$ cat config.mk
export PLATFORM = sky130hd
export DESIGN_NAME = gpio_ctrl
export DESIGN_NICKNAME = d
export VERILOG_FILES = /design/src/rtl/gpio_pkg.sv /design/src/rtl/gpio_in_sync.sv /design/src/rtl/gpio_ctrl.sv
export SDC_FILE = /design/constraint.sdc
export NUM_CORES = 1
export LEC_CHECK = 0
export ABC_AREA = 0
export BUFFER_PORTS_ARGS = -buffer_cell sky130_fd_sc_hd__buf_2
export CAP_MARGIN = 10
export CORE_AREA = 2 2 95 97
export DETAILED_ROUTE_END_ITERATION = 16
export DIE_AREA = 0 0 97 99
export PLACE_DENSITY = 0.55
export SLEW_MARGIN = 10
export SYNTH_ARGS = -nofsm -noshare
export SYNTH_HDL_FRONTEND = slang
export SYNTH_HIERARCHICAL = 1
export SYNTH_SLANG_ARGS = --single-unit
$ cat constraint.sdc
create_clock -name clk -period 1.9 [get_ports clk]
set_input_delay 0.285 -clock clk [delete_from_list [all_inputs] [get_ports clk]]
set_output_delay 0.285 -clock clk [all_outputs]
set_load 0.02 [all_outputs]
$ cat src/rtl/gpio_pkg.sv
// GPIO controller shared definitions.
// Register map indices and default port width.
package gpio_pkg;

    localparam int GPIO_N_DEFAULT = 8;

    localparam logic [2:0] ADDR_DATA_OUT   = 3'd0;
    localparam logic [2:0] ADDR_DIR        = 3'd1;
    localparam logic [2:0] ADDR_DATA_IN    = 3'd2;
    localparam logic [2:0] ADDR_RISE_EN    = 3'd3;
    localparam logic [2:0] ADDR_FALL_EN    = 3'd4;
    localparam logic [2:0] ADDR_IRQ_STATUS = 3'd5;
    localparam logic [2:0] ADDR_SET        = 3'd6;
    localparam logic [2:0] ADDR_CLR        = 3'd7;

endpackage

$ cat src/rtl/gpio_in_sync.sv
// Pad input synchroniser with edge history.
// Produces the clean level plus rise/fall pulses.
module gpio_in_sync #(
    parameter int N           = 8,
    parameter int SYNC_STAGES = 2
) (
    input  logic         clk,
    input  logic         reset,
    input  logic [N-1:0] pad_in,
    output logic [N-1:0] sync_in,
    output logic [N-1:0] rise,
    output logic [N-1:0] fall
);

    logic [SYNC_STAGES-1:0][N-1:0] sync_q;
    logic [N-1:0]                  prev_q;

    // Shift the raw pads through the chain; remember last clean level
    always_ff @(posedge clk or posedge reset) begin
        if (reset) begin
            sync_q <= '0;
            prev_q <= '0;
        end else begin
            sync_q <= {sync_q[SYNC_STAGES-2:0], pad_in};
            prev_q <= sync_q[SYNC_STAGES-1];
        end
    end

    assign sync_in = sync_q[SYNC_STAGES-1];
    assign rise    = sync_in & ~prev_q;
    assign fall    = ~sync_in & prev_q;

endmodule

$ cat src/rtl/gpio_ctrl.sv
// N-pin GPIO controller: register file, edge IRQs,
// registered read port and pad drive.
module gpio_ctrl
    import gpio_pkg::*;
#(
    parameter int N           = GPIO_N_DEFAULT,
    parameter int SYNC_STAGES = 2
) (
    input  logic         clk,
    input  logic         reset,
    input  logic [N-1:0] pad_in,
    output logic [N-1:0] pad_out,
    output logic [N-1:0] pad_oe,
    input  logic         reg_wr_en,
    input  logic         reg_rd_en,
    input  logic [2:0]   reg_addr,
    input  logic [N-1:0] reg_wdata,
    output logic [N-1:0] reg_rdata,
    output logic         reg_rd_valid,
    output logic         irq
);

    logic [N-1:0] data_out;
    logic [N-1:0] dir;
    logic [N-1:0] rise_en;
    logic [N-1:0] fall_en;
    logic [N-1:0] irq_status;
    logic [N-1:0] sync_in;
    logic [N-1:0] rise;
    logic [N-1:0] fall;
    logic [N-1:0] set_mask;
    logic [N-1:0] clr_mask;
    logic [N-1:0] rd_mux;

    gpio_in_sync #(
        .N           (N),
        .SYNC_STAGES (SYNC_STAGES)
    ) u_in_sync (
        .clk     (clk),
        .reset   (reset),
        .pad_in  (pad_in),
        .sync_in (sync_in),
        .rise    (rise),
        .fall    (fall)
    );

    // Control registers written by the bus; SET/CLR act on DATA_OUT
    always_ff @(posedge clk or posedge reset) begin
        if (reset) begin
            data_out <= '0;
            dir      <= '0;
            rise_en  <= '0;
            fall_en  <= '0;
        end else if (reg_wr_en) begin
            unique case (reg_addr)
                ADDR_DATA_OUT: data_out <= reg_wdata;
                ADDR_DIR:      dir      <= reg_wdata;
                ADDR_RISE_EN:  rise_en  <= reg_wdata;
                ADDR_FALL_EN:  fall_en  <= reg_wdata;
                ADDR_SET:      data_out <= data_out | reg_wdata;
                ADDR_CLR:      data_out <= data_out & ~reg_wdata;
                default:       ;
            endcase
        end
    end

    // Edge capture only on input pins; new edges beat W1C
    always_comb begin
        set_mask = ~dir & ((rise & rise_en) | (fall & fall_en));
        clr_mask = '0;
        if (reg_wr_en && (reg_addr == ADDR_IRQ_STATUS))
            clr_mask = reg_wdata;
    end

    // Sticky interrupt status
    always_ff @(posedge clk or posedge reset) begin
        if (reset)
            irq_status <= '0;
        else
            irq_status <= (irq_status & ~clr_mask) | set_mask;
    end

    // Read mux sees pre-write values; write-only slots read zero
    always_comb begin
        rd_mux = '0;
        unique case (reg_addr)
            ADDR_DATA_OUT:   rd_mux = data_out;
            ADDR_DIR:        rd_mux = dir;
            ADDR_DATA_IN:    rd_mux = sync_in;
            ADDR_RISE_EN:    rd_mux = rise_en;
            ADDR_FALL_EN:    rd_mux = fall_en;
            ADDR_IRQ_STATUS: rd_mux = irq_status;
            default:         rd_mux = '0;
        endcase
    end

    // Registered read port; data holds between reads
    always_ff @(posedge clk or posedge reset) begin
        if (reset) begin
            reg_rdata    <= '0;
            reg_rd_valid <= 1'b0;
        end else begin
            reg_rd_valid <= reg_rd_en;
            if (reg_rd_en)
                reg_rdata <= rd_mux;
        end
    end

    // Registered interrupt line
    always_ff @(posedge clk or posedge reset) begin
        if (reset)
            irq <= 1'b0;
        else
            irq <= |irq_status;
    end

    assign pad_out = data_out;
    assign pad_oe  = dir;

endmodule

==> results.py, run 1 <==
metrics = {
    "status": {
        "outcome": "finished clean",
    },
    "die": {
        "dieWidth_um": 97,
        "core_area_mm2": 0.008551,
        "die_area_mm2": 0.009603,
        "pin_count": 49,
        "dieHeight_um": 99,
        "start_util": 0.3904,
        "rows": 34,
    },
    "route": {
        "routedWlPerCell_um": 18.04,
        "antenna_left": 0,
        "drtPass1Iterations": 4,
        "post_drt_via_cell_ratio": 5.444,
        "vias": 2428,
        "drc_errors": 0,
        "finalWirelength_um": 8045,
        "drt_iter0_drc": 123,
    },
    "place": {
        "portBuffers": 48,
        "place_hpwl_um": 5525,
        "place_congestion": 0.7918,
    },
    "timing": {
        "max_freq_mhz": 645.9,
        "finalCritPeriodShare": 0.8149,
        "slew_viol_final": 0,
        "period_minus_slack_ns": 1.548,
        "hold_viol": 0,
        "tns_ns": 0,
        "skew_ns": 0.005654,
        "setup_violations": 0,
        "worst_hold_slack_ns": 0.03188,
        "worst_pin_slew_ns": 0.8085,
        "relSlewSlack": 0.4599,
        "rsz0062_at_grt": "false",
    },
    "hold_path": {
        "min_to": "u_in_sync/sync_q[5]$_DFF_PP0_",
        "hold_class": "in2reg",
        "min_path_cells": 1,
        "hp-start": "pad_in[5]",
    },
    "critical_path": {
        "critPathRequiredTime_ns": 2.14,
        "cp_max_fo": 10,
        "crit_path_end_kind": "flop",
        "rrSetupSlack_ns": 0.52,
        "r2r.worst_path.cells": 3,
        "cp.arrival_ns": 1.78,
        "path_class": "in2reg",
        "critPathLaunchType": "input pin",
        "worstReg2RegStart": "pad_out[6]$_DFFE_PP0P_",
        "rr_endpoint": "reg_rdata[6]$_DFFE_PP0P_",
    },
    "final_layout": {
        "drive_gt1_frac": 0.3728,
        "nNetsFinal": 356,
        "insertedDiodeCount": 0,
        "syn2layout_area_growth_pct": 17.50,
        "layout_commonest_cell": "dfrtp_1",
        "final_cell_mix": "dfrtp_1 (74), buf_2 (48), mux2_2 (28)",
        "post-route-util": 0.4587,
    },
    "logic_synthesis": {
        "synth_cells": 282,
        "synth_seq_cells": 74,
        "synth_nets": 305,
        "syn_avg_cell_area_um2": 11.84,
        "yosys.cell_types.count": 40,
        "synth_area_mm2": 0.003338,
        "yosysWarnings": 6,
        "ys_seq_area_frac": 0.5547,
    },
    "clocking": {
        "clk_path_buf_depth": 2,
        "path_clk_slew_ns": 0.08,
        "h-tree-depth": 3,
        "cts_hold_buffers": 1,
        "ctsResizeCount": 0,
        "cts.sinks": 74,
        "insertion_delay_ns": 0.35,
        "cts_setup_buffers": 0,
        "cts-root-buf": "clkbuf_8",
        "cts_buffers": 9,
        "cts_tree": "built",
    },
    "power": {
        "finalPower_mw": 4.135,
        "leakage_nw": 1.721,
        "power.density_mw_per_mm2": 1054,
        "max-vdd-ir-drop_v": 0.0004650,
    },
    "global_route": {
        "grt_pass1_wl_um": 13340,
        "grt_max_degree": 29,
        "antenna_found_initial": 0,
        "grt_pass1_vias": 2430,
        "overflow": 0,
        "track_usage": 0.1788,
    },
    "flow_run": {
        "maxCapViolCount": 0,
    },
}
## power breakdown
part           internal (mW)  switching (mW)
Sequential              1.79           0.199
Combinational          0.319           0.359
Clock                  0.871           0.593
## cells in the mapped netlist (all sizes together)
library cell | n | area [um^2]
nand3b | 1 | 7.510
inv | 4 | 15.01
o211ai | 1 | 7.510
nor3b | 1 | 7.510
mux2i | 8 | 80.08
o21ai | 10 | 50.04
clkbuf | 3 | 12.51
o22ai | 1 | 6.260
mux2 | 28 | 315.3
and3 | 1 | 6.260
nor4 | 2 | 12.51
a22oi | 12 | 90.09
o32a | 3 | 30.03
mux4 | 1 | 22.52
nor3 | 1 | 16.27
a32oi | 3 | 26.28
nand2 | 23 | 93.84
a31oi | 11 | 68.82
o221ai | 1 | 8.760
a211oi | 7 | 52.55
nor2b | 3 | 18.77
and2b | 17 | 147.6
a21oi | 11 | 55.05
dfrtp | 74 | 1852
buf | 17 | 117.6
nand3 | 4 | 30.03
nor2 | 23 | 96.35
nand2b | 2 | 12.51
o2bb2ai | 8 | 70.07
a211o | 1 | 8.760
## critical path: stages
cell and delay (ns):
buf_2 0.10, nor2b_1 0.65, nand3_2 0.37, mux2_2 0.37
## flip-flops by register name (all words and copies together) (netlist names)
name,count
rise_en,8
u_in_sync/prev_q,8
reg_rdata,8
pad_oe,8
u_in_sync/sync_q,8
irq_status,8
pad_out,8
irq,1
u_in_sync/sync_in,8
fall_en,8
reg_rd_valid,1
## through the flow
stage	instances	area, um^2	setup slack [ns]
floorplan	282	3338	0.4138
global placement	429	3679	0.05389
detailed placement	429	3679	0.01542
CTS	446	3923	0.3716
global route	446	3923	0.2611
finish	446	3923	0.3517
## layout make-up
class,instances,area (um^2)
Fill cell,806,4628
Sequential cell,74,1852
Multi-Input combinational cell,184,1341
Timing Repair Buffer,60,345.3
Tap cell,108,135.1
Clock buffer,11,131.4
Clock inverter,5,102.6
Inverter,4,15.01
## logic make-up after synthesis
group,synth area share
flops,0.5547
mux,0.1252
compound gates,0.1421
simple gates,0.1346
buf+inv,0.04348
## routing by layer
| layer | vias to the layer above | routed length (um) | global-route usage |
|---|---|---|---|
| met1 | 1237 | 3831 | 0.2554 |
| met4 | 0 | 95 | 0.05634 |
| met3 | 11 | 373 | 0.03972 |
| met5 | - | 0 | 0 |
| met2 | 61 | 3743 | 0.2735 |
| li1 | 1119 | - | - |
## worst max-delay path by stage
| stage | startpoint | to | slack, ns | cells past startpoint |
|---|---|---|---|---|
| 2_1_floorplan | reset | fall_en[0]$_DFFE_PP0P_ | 0.41 | 1 |
| 3_3_place_gp | reg_addr[1] | rise_en[0]$_DFFE_PP0P_ | 0.05 | 4 |
| 3_5_place_dp | reg_addr[2] | rise_en[5]$_DFFE_PP0P_ | 0.02 | 4 |
| 4_1_cts | reg_addr[2] | rise_en[2]$_DFFE_PP0P_ | 0.37 | 4 |
| 5_1_grt | reg_addr[1] | rise_en[2]$_DFFE_PP0P_ | 0.26 | 4 |
| 6_report | reg_addr[1] | rise_en[2]$_DFFE_PP0P_ | 0.35 | 4 |
(Power assumes the default switching activity.)
==> run 2, diff against run 1 <==
Clock period 1.9 ns to 1.5 ns, I/O delays scaled along.
==> run 2 against run 1 <==
Net effect: combinational power rose by 33%; largest power group unchanged; highest routed layer unchanged; worst setup slack got worse by 0.21 ns; register-to-register slack got worse by 0.37 ns; sequential share of layout area fell by 2.2 points; routed wire length rose by 1.2%; cell area rose by 4.8%; sequential power rose by 27%; global-route usage barely moved; critical path type is now reg2reg; power rose by 25%.
==> results.py, run 2 (synthesis gave the netlist of run 1 again) <==
metrics = {
    "die": {
        "pin_count": 49,
        "dieWidth_um": 97,
        "die_area_mm2": 0.009603,
        "rows": 34,
        "core_area_mm2": 0.008551,
        "start_util": 0.3904,
        "dieHeight_um": 99,
    },
    "route": {
        "drc_errors": 0,
        "wl_met3_um": 436,
        "drtPass1Iterations": 4,
        "finalWirelength_um": 8143,
        "antenna_left": 0,
        "drt_iter0_drc": 108,
        "post_drt_via_cell_ratio": 5.303,
        "routedWlPerCell_um": 17.47,
        "met1Wirelength_um": 3890,
        "highest_layer": "met4",
        "vias": 2471,
        "route.met2.wl_um": 3676,
    },
    "place": {
        "place_hpwl_um": 5743,
        "dp_slack_ns": 0.03808,
        "place_congestion": 0.7946,
        "place_inst": 441,
        "portBuffers": 48,
    },
    "global_route": {
        "grt_pass1_wl_um": 13270,
        "grt_max_degree": 51,
        "antenna_found_initial": 0,
        "track_usage": 0.1784,
        "overflow": 0,
        "grt_pass1_vias": 2419,
    },
    "final_layout": {
        "nFillCells": 789,
        "final_cell_mix": "dfrtp_1 (74), buf_2 (48), mux2_2 (28)",
        "syn2layout_area_growth_pct": 23.13,
        "final_cells": 466,
        "layout_commonest_cell": "dfrtp_1",
        "insertedDiodeCount": 0,
        "drive_gt1_frac": 0.3911,
        "multi_input_area_mm2": 0.001341,
        "regArea_mm2": 0.001852,
        "nNetsFinal": 376,
    },
    "critical_path": {
        "cp_max_fo": 3,
        "crit_family": "multiplexers",
        "path_class": "reg2reg",
        "cp.arrival_ns": 1.57,
        "cpPeakStageDelay_ns": 0.47,
        "cp_slowest_cell": "mux4_2",
        "timing.critical_path.buf_inv": 0,
        "critPathLaunchType": "flop",
        "worstPathCellList": "mux4_2 -> a22oi_1 -> a21oi_1",
        "critPathRequiredTime_ns": 1.71,
        "crit_path_end_kind": "flop",
    },
    "clocking": {
        "insertion_delay_ns": 0.34,
        "h-tree-depth": 3,
        "cts-root-buf": "clkbuf_8",
        "clk_path_buf_depth": 2,
        "cts_tree": "built",
        "path_clk_slew_ns": 0.08,
        "cts_buffers": 9,
        "ctsResizeCount": 0,
        "cts_hold_buffers": 9,
        "cts_setup_buffers": 0,
        "cts.sinks": 74,
    },
    "timing": {
        "skew_ns": 0.01178,
        "hold_viol": 0,
        "worst_pin_slew_ns": 0.3457,
        "setup_violations": 0,
        "slew_viol_final": 0,
        "max_freq_mhz": 738.1,
        "tns_ns": 0,
        "setup_slack_ns": 0.1452,
        "period_minus_slack_ns": 1.355,
        "finalCritPeriodShare": 0.9032,
        "worst_hold_slack_ns": 0.1972,
        "rsz0062_at_grt": "false",
        "relSlewSlack": 0.7696,
    },
    "flow_run": {
        "maxCapViolCount": 0,
    },
    "hold_path": {
        "hold_class": "in2reg",
    },
    "power": {
        "leakage_nw": 1.819,
        "power.density_mw_per_mm2": 1260,
        "max-vdd-ir-drop_v": 0.0005107,
    },
    "status": {
        "outcome": "finished clean",
    },
}
run 2: metrics by stage:
stage	total power, mW	cell area (um^2)	util
after floorplan	3.098	3338	-
after global placement	3.444	3794	0.4437
after detailed placement	3.462	3794	0.4437
after CTS	5.228	4110	0.4807
after global routing	5.440	4110	0.4807
final	5.178	4110	0.4807
run 2: routing by layer:
metal,vias up,GRT usage
met5,-,0
met3,13,0.03333
li1,1162,-
met4,0,0.06609
met2,59,0.2585
met1,1237,0.2671
run 2: power breakdown:
group          switching (mW)  internal [mW]  leakage [nW]  total [mW]
logic                   0.462          0.442         0.840       0.904
registers               0.256           2.27         0.870        2.53
clock network           0.763          0.985         0.109        1.75
total                    1.48           3.70          1.82        5.18
run 2: area by class of cell:
cell class / instances / area share
sequential: 74 / 0.4505
multi-input combinational: 184 / 0.3263
timing repair buffer: 80 / 0.1315
clock buffer: 10 / 0.03349
tap: 108 / 0.03288
clock inverter: 6 / 0.02161
inverter: 4 / 0.003653
run 2: path summary, 6_finish.rpt:
check | from | endpoint | slack (ns) | cells after the start
min reg2reg | u_in_sync/sync_q[3]$_DFF_PP0_ | u_in_sync/sync_in[3]$_DFF_PP0_ | 0.35 | 0
min | reg_rd_en | reg_rd_valid$_DFF_PP0_ | 0.20 | 1
max reg2reg | irq_status[6]$_DFF_PP0_ | reg_rdata[6]$_DFFE_PP0P_ | 0.15 | 3
max in group asynchronous | reset | u_in_sync/sync_q[4]$_DFF_PP0_ | 0.76 | 4
min in group asynchronous | reset | fall_en[1]$_DFFE_PP0P_ | 0.45 | 4
max | irq_status[6]$_DFF_PP0_ | reg_rdata[6]$_DFFE_PP0P_ | 0.15 | 3
run 2: worst reg2reg max path: cells and delay by family, from the launching register on:
family	cells	cell delay [ns]
DFF	1	0.41
AOI/OAI and AO/OA	2	0.34
muxes	1	0.47
